**src/rtl/jt8255_fifo.sv**
```systemverilog
// jt8255_fifo: parametrised 8255-style parallel port block.
// NP ports of DW bits; each port runs simple latched I/O (mode 0),
// strobed input (mode 1) or strobed output (mode 2) through a 2**FAW FIFO.
// CPU handshake: a write is taken when the write strobe is released
// (registered write 1 -> 0), using the address/data captured while it was
// asserted; a read updates dout every cycle it is asserted and pops the
// FIFO when it is released.
module jt8255_fifo #(
    parameter int DW  = 8,
    parameter int NP  = 2,
    parameter int FAW = 2
) (
    input  logic             clk,
    input  logic             rstn,
    input  logic [3:0]       addr,
    input  logic [DW-1:0]    din,
    output logic [DW-1:0]    dout,
    input  logic             rdn,
    input  logic             wrn,
    input  logic             csn,
    input  logic [NP*DW-1:0] port_din,
    output logic [NP*DW-1:0] port_dout,
    output logic [NP*DW-1:0] port_oe,
    input  logic [NP-1:0]    stbn,
    input  logic [NP-1:0]    ackn,
    output logic [NP-1:0]    ibf,
    output logic [NP-1:0]    obfn,
    output logic             intn
);
    localparam int D  = 1 << FAW;
    localparam int CW = FAW + 1;

    logic          rd, wr, rd_q, wr_q, wr_commit, rd_fall;
    logic [3:0]    addr_w, addr_r;
    logic [DW-1:0] din_w, rd_data;

    // per-port registers
    logic [DW-1:0]  dir   [NP];
    logic [DW-1:0]  latch [NP];
    logic [DW-1:0]  hold  [NP];
    logic [1:0]     mode  [NP];
    logic [FAW-1:0] rptr  [NP];
    logic [FAW-1:0] wptr  [NP];
    logic [CW-1:0]  cnt   [NP];
    logic [DW-1:0]  mem   [NP][D];
    logic [NP-1:0]  inte, ovf, stb_q, ack_q;

    // per-port decoded control
    logic [DW-1:0]  head  [NP];
    logic [NP-1:0]  m1, m2, empty, full, push, pop, do_push;
    logic [NP-1:0]  sel_data, sel_dir, sel_ctrl, sel_stat, sel_pop;
    logic [NP-1:0]  fifo_clr, ovf_clr, intr;

    assign rd        = ~rdn & ~csn;
    assign wr        = ~wrn & ~csn;
    assign wr_commit = wr_q & ~wr;
    assign rd_fall   = rd_q & ~rd;

    for (genvar p = 0; p < NP; p++) begin : g_port
        assign m1[p]    = (mode[p] == 2'd1);
        assign m2[p]    = (mode[p] == 2'd2);
        assign empty[p] = (cnt[p] == '0);
        assign full[p]  = (cnt[p] == CW'(D));
        assign head[p]  = mem[p][rptr[p]];

        assign sel_data[p] = wr_commit && (addr_w == {2'(p), 2'd0});
        assign sel_dir[p]  = wr_commit && (addr_w == {2'(p), 2'd1});
        assign sel_ctrl[p] = wr_commit && (addr_w == {2'(p), 2'd2});
        assign sel_stat[p] = wr_commit && (addr_w == {2'(p), 2'd3});
        assign sel_pop[p]  = rd_fall   && (addr_r == {2'(p), 2'd0});

        // pop is gated by !empty, so push+pop on an empty FIFO is push only
        assign push[p]    = m1[p] ? (stb_q[p] & ~stbn[p]) : (m2[p] & sel_data[p]);
        assign pop[p]     = ~empty[p] & (m1[p] ? sel_pop[p] : (m2[p] & ack_q[p] & ~ackn[p]));
        assign do_push[p] = push[p] & (~full[p] | pop[p]);
        assign fifo_clr[p] = sel_ctrl[p] & ((din_w[1:0] != mode[p]) | din_w[3]);
        assign ovf_clr[p]  = fifo_clr[p] | sel_stat[p];
        assign intr[p]     = inte[p] & (m1[p] ? ~empty[p] : (m2[p] & ~full[p]));

        assign port_dout[p*DW +: DW] = m2[p] ? (empty[p] ? hold[p] : head[p]) : latch[p];
        assign port_oe[p*DW +: DW]   = m1[p] ? '0 : (m2[p] ? '1 : ~dir[p]);
        assign ibf[p]  = m1[p] & ~empty[p];
        assign obfn[p] = ~(m2[p] & ~empty[p]);
    end

    // CPU read multiplexer; unmapped ports read as all ones
    always_comb begin
        rd_data = '1;
        for (int p = 0; p < NP; p++) begin
            if (addr[3:2] == 2'(p)) begin
                case (addr[1:0])
                    2'd0: begin
                        if (m1[p])      rd_data = empty[p] ? '1 : head[p];
                        else if (m2[p]) rd_data = port_dout[p*DW +: DW];
                        else rd_data = (dir[p] & port_din[p*DW +: DW]) | (~dir[p] & latch[p]);
                    end
                    2'd1: rd_data = dir[p];
                    2'd2: begin
                        rd_data      = '0;
                        rd_data[1:0] = mode[p];
                        rd_data[2]   = inte[p];
                    end
                    default: begin
                        rd_data      = '0;
                        rd_data[0]   = empty[p];
                        rd_data[1]   = full[p];
                        rd_data[2]   = ovf[p];
                        rd_data[3]   = inte[p];
                        rd_data[7:4] = 4'(cnt[p]);
                    end
                endcase
            end
        end
    end

    // bus edge tracking, register file, FIFO pointers and interrupt
    always_ff @(posedge clk) begin
        if (!rstn) begin
            rd_q   <= 1'b0;
            wr_q   <= 1'b0;
            addr_w <= '0;
            addr_r <= '0;
            din_w  <= '0;
            dout   <= '1;
            intn   <= 1'b1;
            stb_q  <= '1;
            ack_q  <= '1;
            inte   <= '0;
            ovf    <= '0;
            for (int p = 0; p < NP; p++) begin
                dir[p]   <= '1;
                latch[p] <= '1;
                hold[p]  <= '1;
                mode[p]  <= 2'd0;
                rptr[p]  <= '0;
                wptr[p]  <= '0;
                cnt[p]   <= '0;
            end
        end else begin
            rd_q  <= rd;
            wr_q  <= wr;
            stb_q <= stbn;
            ack_q <= ackn;
            intn  <= ~|intr;
            if (wr) begin
                addr_w <= addr;
                din_w  <= din;
            end
            if (rd) begin
                addr_r <= addr;
                dout   <= rd_data;
            end
            for (int p = 0; p < NP; p++) begin
                if (sel_data[p] && !m2[p]) latch[p] <= din_w;
                if (sel_dir[p])            dir[p]   <= din_w;
                if (sel_ctrl[p]) begin
                    mode[p] <= din_w[1:0];
                    inte[p] <= din_w[2];
                end
                if (fifo_clr[p]) begin
                    rptr[p] <= '0;
                    wptr[p] <= '0;
                    cnt[p]  <= '0;
                end else begin
                    if (do_push[p]) wptr[p] <= wptr[p] + FAW'(1);
                    if (pop[p]) begin
                        rptr[p] <= rptr[p] + FAW'(1);
                        hold[p] <= head[p];
                    end
                    cnt[p] <= cnt[p] + CW'(do_push[p]) - CW'(pop[p]);
                end
                if (ovf_clr[p])                 ovf[p] <= 1'b0;
                else if (push[p] && !do_push[p]) ovf[p] <= 1'b1;
            end
        end
    end

    // FIFO storage: strobed-in ports take pin data, strobed-out ports take CPU data
    always_ff @(posedge clk) begin
        for (int p = 0; p < NP; p++) begin
            if (rstn && do_push[p] && !fifo_clr[p])
                mem[p][wptr[p]] <= m1[p] ? port_din[p*DW +: DW] : din_w;
        end
    end
endmodule

```
**config.mk**
```make
export PLATFORM = sky130hd
export DESIGN_NAME = jt8255_fifo
export DESIGN_NICKNAME = d
export VERILOG_FILES = /design/src/rtl/jt8255_fifo.sv
export SDC_FILE = /design/constraint.sdc
export NUM_CORES = 1
export LEC_CHECK = 0
export BUFFER_PORTS_ARGS = -buffer_cell sky130_fd_sc_hd__buf_2
export CAP_MARGIN = 30
export CORE_MARGIN = 1.5
export CORE_UTILIZATION = 50
export DETAILED_ROUTE_END_ITERATION = 6
export PLACE_DENSITY = 0.82
export SETUP_SLACK_MARGIN = 0.5
export SLEW_MARGIN = 5
export SYNTH_ARGS = -nofsm -noshare
export SYNTH_HDL_FRONTEND = slang
export SYNTH_SLANG_ARGS = --single-unit
```
**constraint.sdc**
```tcl
create_clock -name clk -period 3.1 [get_ports clk]
set_clock_uncertainty 0.15 [all_clocks]
set_input_delay 0.62 -clock clk [delete_from_list [all_inputs] [get_ports clk]]
set_output_delay 0.62 -clock clk [all_outputs]
set_load 0.005 [all_outputs]
```
==> metrics.md <==
| Metric | Value |
|---|---|
| Initial DRC count | 1071 |
| Crit-path max FO | 7 |
| Internal Power | 3.83 mW |
| Comb pwr share | 0.133 |
| Violated checks | design-rule violations |
| DP HPWL | between 15000 and 20000 um |
| Critical Path RT | ~2.3 ns |
| CTS buffer count | 17 |
| Final Hold Viols | 0 |
| FMAX | 366 MHz |
| IO Port Bufs | 81 |
| RSZ-0062 raised after global routing | true |
| CTS Sinks | between 150 and 200 |
| Synth Area per Inst | between 10 and 15 sq um |
| GRT Residual Overflow | 0 |
| Clk buf depth | 2 |
| Rel. slew slack | 0.488 |
| DIE AREA | 0.0180 sq mm |
| Overall routing resource usage | 0.276 |
| Initial antenna violation count | 2 |
| H-tree levels | 4 |
| Crit Path Class | flop to primary output |
| Sequential Area | around 0.0046 sq mm |
| RePlAce Congestion | approximately 0.99 |
| Clock Tree Root | clkbuf_16 |
| Peak VDD IR | between 400 and 500 uV |
| Layout cell share with drive strength beyond 1 | 0.301 |
| CP startpoint | rptr[0][0] |
| Slowest cell on crit path | mux4_2 |
| Fillers | ~1300 |
| PD cells | 486 mW/mm^2 |
| Startpoint Class | flop |
| Psw | roughly 1.3 mW |
| Routed len/inst | about 21 um |
| Worst setup EP type | primary output |
| Core Area | 0.0167 sq mm |
| Flop pwr share | 0.484 |
| WP buf/inv | 2 |
| Worst slew pin tran | ~0.76 ns |
| Fin nets | just over 1000 |
| CP peak stage delay | 0.55 ns |
| Fin. max-slew vios | 0 |
| Multi-input logic area | roughly 0.0039 sq mm |
| Run status | complete, but fails checks |
| R2r startpoint | addr_r[3] |
| Hold path start | ackn[1] |
| Clock insertion delay at the later pin of the skew report | ~0.43 ns |
| Routed WL | 25500 um |
| WHS Path Cells | 2 |
| Worst hold path class | input port to flop |
| Post-synthesis cell type count | between 60 and 70 |
| Cell Area, Synth | roughly 0.0086 sq mm |
| Yosys reg bits | 165 |
| Pin count of the biggest net entering global routing | 32 |
| Post-route setup TNS | 0 ns |
| Clock share of power | 0.383 |
| Placement Rows | between 40 and 50 |
| CTS tree | done |
| Post-synth EDFFs | 130 |
| Hold WS | 0.245 ns |
| Starting Density | 0.514 |
| Post-DR vias/cell | just over 6 |
| Share of flip-flops with an asynchronous set or reset | 0 |
| Main synth FF type | edfxtp_1 |
| R2R depth | 11 |
| Max Cap Violations | 0 |
| Synthesis-to-layout area growth | 23.2% |
| CP delay by family, top | multiplexers |
| Final setup vio count | 0 |
| Period utilisation layout | 0.882 |
| Crit path depth | 5 |
| Vias after detailed routing | ~7300 |
| Post-layout minimum cycle time | about 2.7 ns |
| Worst Path Arrival | between 1.5 and 2 ns |
| Vias in the first global route | between 6000 and 7000 |
| Sequential share of the synthesized area | 0.536 |
| Leakage | between 4 and 5 nW |
| Final antenna-violating net count | 0 |
| DRC violations left | 3 |
| First-pass GRT wire length | 37000 um |
| Sw Share | 0.255 |
| Die Y | 134 um |
| I/O Pins | 82 |
| # hold bufs at CTS | 0 |
| DRT Pass-1 Iters | 7 |
| CTS clk-pin slew, worst paths | 0.06 ns |
| Util after Layout | 0.634 |
| Die W | approximately 130 um |
| Cell count after synthesis | roughly 810 |
| YS warnings | 0 |
| Critical path cell sequence | buf_6 > mux4_2 > nand2_1 > a31oi_1 > buf_2 |
[per-layer routing]
| metal | track usage | up-vias | part of all wire |
|---|---|---|---|
| met5 | 0 | - | 0 |
| met4 | 0.135 | 0 | 0.048 |
| met3 | 0.0506 | 119 | 0.11 |
| met2 | 0.448 | 536 | 0.48 |
| met1 | 0.360 | 3470 | 0.37 |
| li1 | - | 3199 | - |
[synth_stat cells (3+ instances only)]
master     number  area share
nand2_1       155       0.068
edfxtp_1      130        0.45
nor2_1         52       0.023
nand2b_1       36       0.026
dfxtp_1        35       0.082
o21ai_0        29       0.017
clkbuf_1       26       0.011
inv_1          25       0.011
a21oi_1        20       0.012
and2_1         20       0.015
nor3_1         20       0.012
mux2i_1        18       0.021
a31oi_1        17       0.012
a21boi_0       16       0.014
mux4_2         16       0.042
buf_2          15      0.0087
ha_1           12       0.017
mux2_2         10       0.013
nand3_1        10      0.0058
nor2b_1        10      0.0073
or2_2          10      0.0073
a221oi_1        9      0.0092
maj3_1          8      0.0093
xnor2_1         8      0.0082
a211oi_1        6      0.0052
nor4_1          6      0.0044
nand4_1         5      0.0036
o21a_1          5      0.0044
o22ai_1         5      0.0036
xor2_1          5      0.0051
a2111oi_0       4      0.0041
and3_1          4      0.0029
nand3b_1        4      0.0035
o211ai_1        4      0.0035
buf_1           3      0.0013
buf_4           3      0.0026
o32a_1          3      0.0035
or3_1           3      0.0022
[state kept, by name (all words and copies together) (netlist names), 4 cells and up]
| register | flops |
|---|---|
| latch | 16 |
| addr_r | 4 |
| hold | 16 |
| wptr | 4 |
| cnt | 6 |
| mode | 4 |
| dir | 16 |
| din_w | 8 |
| rptr | 4 |
| dout | 8 |
| mem | 64 |
| addr_w | 4 |
[stage by stage]
stage / power [mW] / area, sq um / instances / setup WS [ns]
finish: 5.14 / 10600 / 1190 / 0.366
global route: 5.27 / 10600 / 1190 / 0.337
CTS: 5.06 / 10300 / 1172 / 0.388
detailed placement: 3.08 / 9430 / 1105 / 0.0407
global placement: 3.07 / 9430 / 1105 / 0.103
floorplan: 2.87 / 8660 / 810 / 0.250
[cells in the final DEF, fill, tap and decap left out, drive strengths merged, types with 5 or more instances in the layout]
| cell type | Yosys | routed |
|---|---|---|
| nor4 | 6 | 6 |
| a31oi | 17 | 17 |
| clkbuf | 28 | 19 |
| buf | 22 | 178 |
| a21boi | 16 | 16 |
| maj3 | 8 | 8 |
| edfxtp | 130 | 130 |
| o21a | 5 | 5 |
| dfxtp | 35 | 35 |
| xnor2 | 8 | 8 |
| nor2b | 10 | 10 |
| inv | 26 | 28 |
| nand4 | 5 | 5 |
| o21ai | 32 | 32 |
| clkinv | 1 | 7 |
| a211oi | 7 | 7 |
| a21oi | 20 | 20 |
| nand3 | 10 | 10 |
| mux4 | 16 | 16 |
| conb | 1 | 6 |
| nand2b | 36 | 36 |
| o22ai | 5 | 5 |
| and2 | 20 | 20 |
| nor3 | 22 | 22 |
| xor2 | 5 | 5 |
| nor2 | 52 | 52 |
| mux2 | 10 | 10 |
| nand2 | 155 | 155 |
| mux2i | 18 | 18 |
| ha | 12 | 12 |
| or2 | 13 | 13 |
| a221oi | 9 | 9 |
[worst register-to-register path, stage by stage (launching register included)]
cell and delay, ns:
dfxtp_2 0.33, nor4b_4 0.30, buf_4 0.16, a41o_4 0.25, and2_4 0.17, ha_4 0.12, inv_2 0.04, ha_4 0.15
fa_2 0.35, xnor2_2 0.14, xnor2_1 0.14, nor2_1 0.06
[repair_timing]
action | in CTS | in global routing
cloned | 0 | 1
gates resized for setup | 25 | 32
setup buffers | 36 | 16
pin swaps | 24 | 12
endpoints found under the setup margin | 51 | 93
[path summary, 6_finish.rpt]
path	endpoint	slack, ns
worst max register to register	cnt[1][2]	0.48
worst min register to register	dout[2]	0.34
worst min-delay path	ack_q[1]	0.24
worst max-delay path	port_dout[5]	0.37
[logic make-up (layout without fill, tap and decap cells)]
family          count (synthesis)  in the layout  share of synthesized area
flops                         165            165                      0.536
fa+ha+maj                      22             22                     0.0315
mux                            44             44                     0.0760
other cells                     1              7                   0.000436
xor+xnor                       13             13                     0.0133
simple gates                  346            346                      0.193
buf+inv                        77            236                     0.0383
compound gates                137            137                      0.111
[area by class of cell]
type                    count  share of cell area
repair buffers            178               0.111
flip-flops and latches    165               0.435
diodes                      1            0.000236
inverters                  27              0.0102
clock inverters            12              0.0101
clock buffers              19              0.0409
well taps                 220              0.0260
multi-input cells         568               0.366
[power groups by stage]
stage / clock network [mW] / registers [mW] / logic (mW)
finish: 1.97 / 2.49 / 0.685
global route: 2.04 / 2.49 / 0.732
CTS: 1.96 / 2.49 / 0.615
detailed placement: 0 / 2.54 / 0.541
global placement: 0 / 2.54 / 0.529
floorplan: 0 / 2.51 / 0.360
Note: power is estimated with default switching activity, not from simulation.
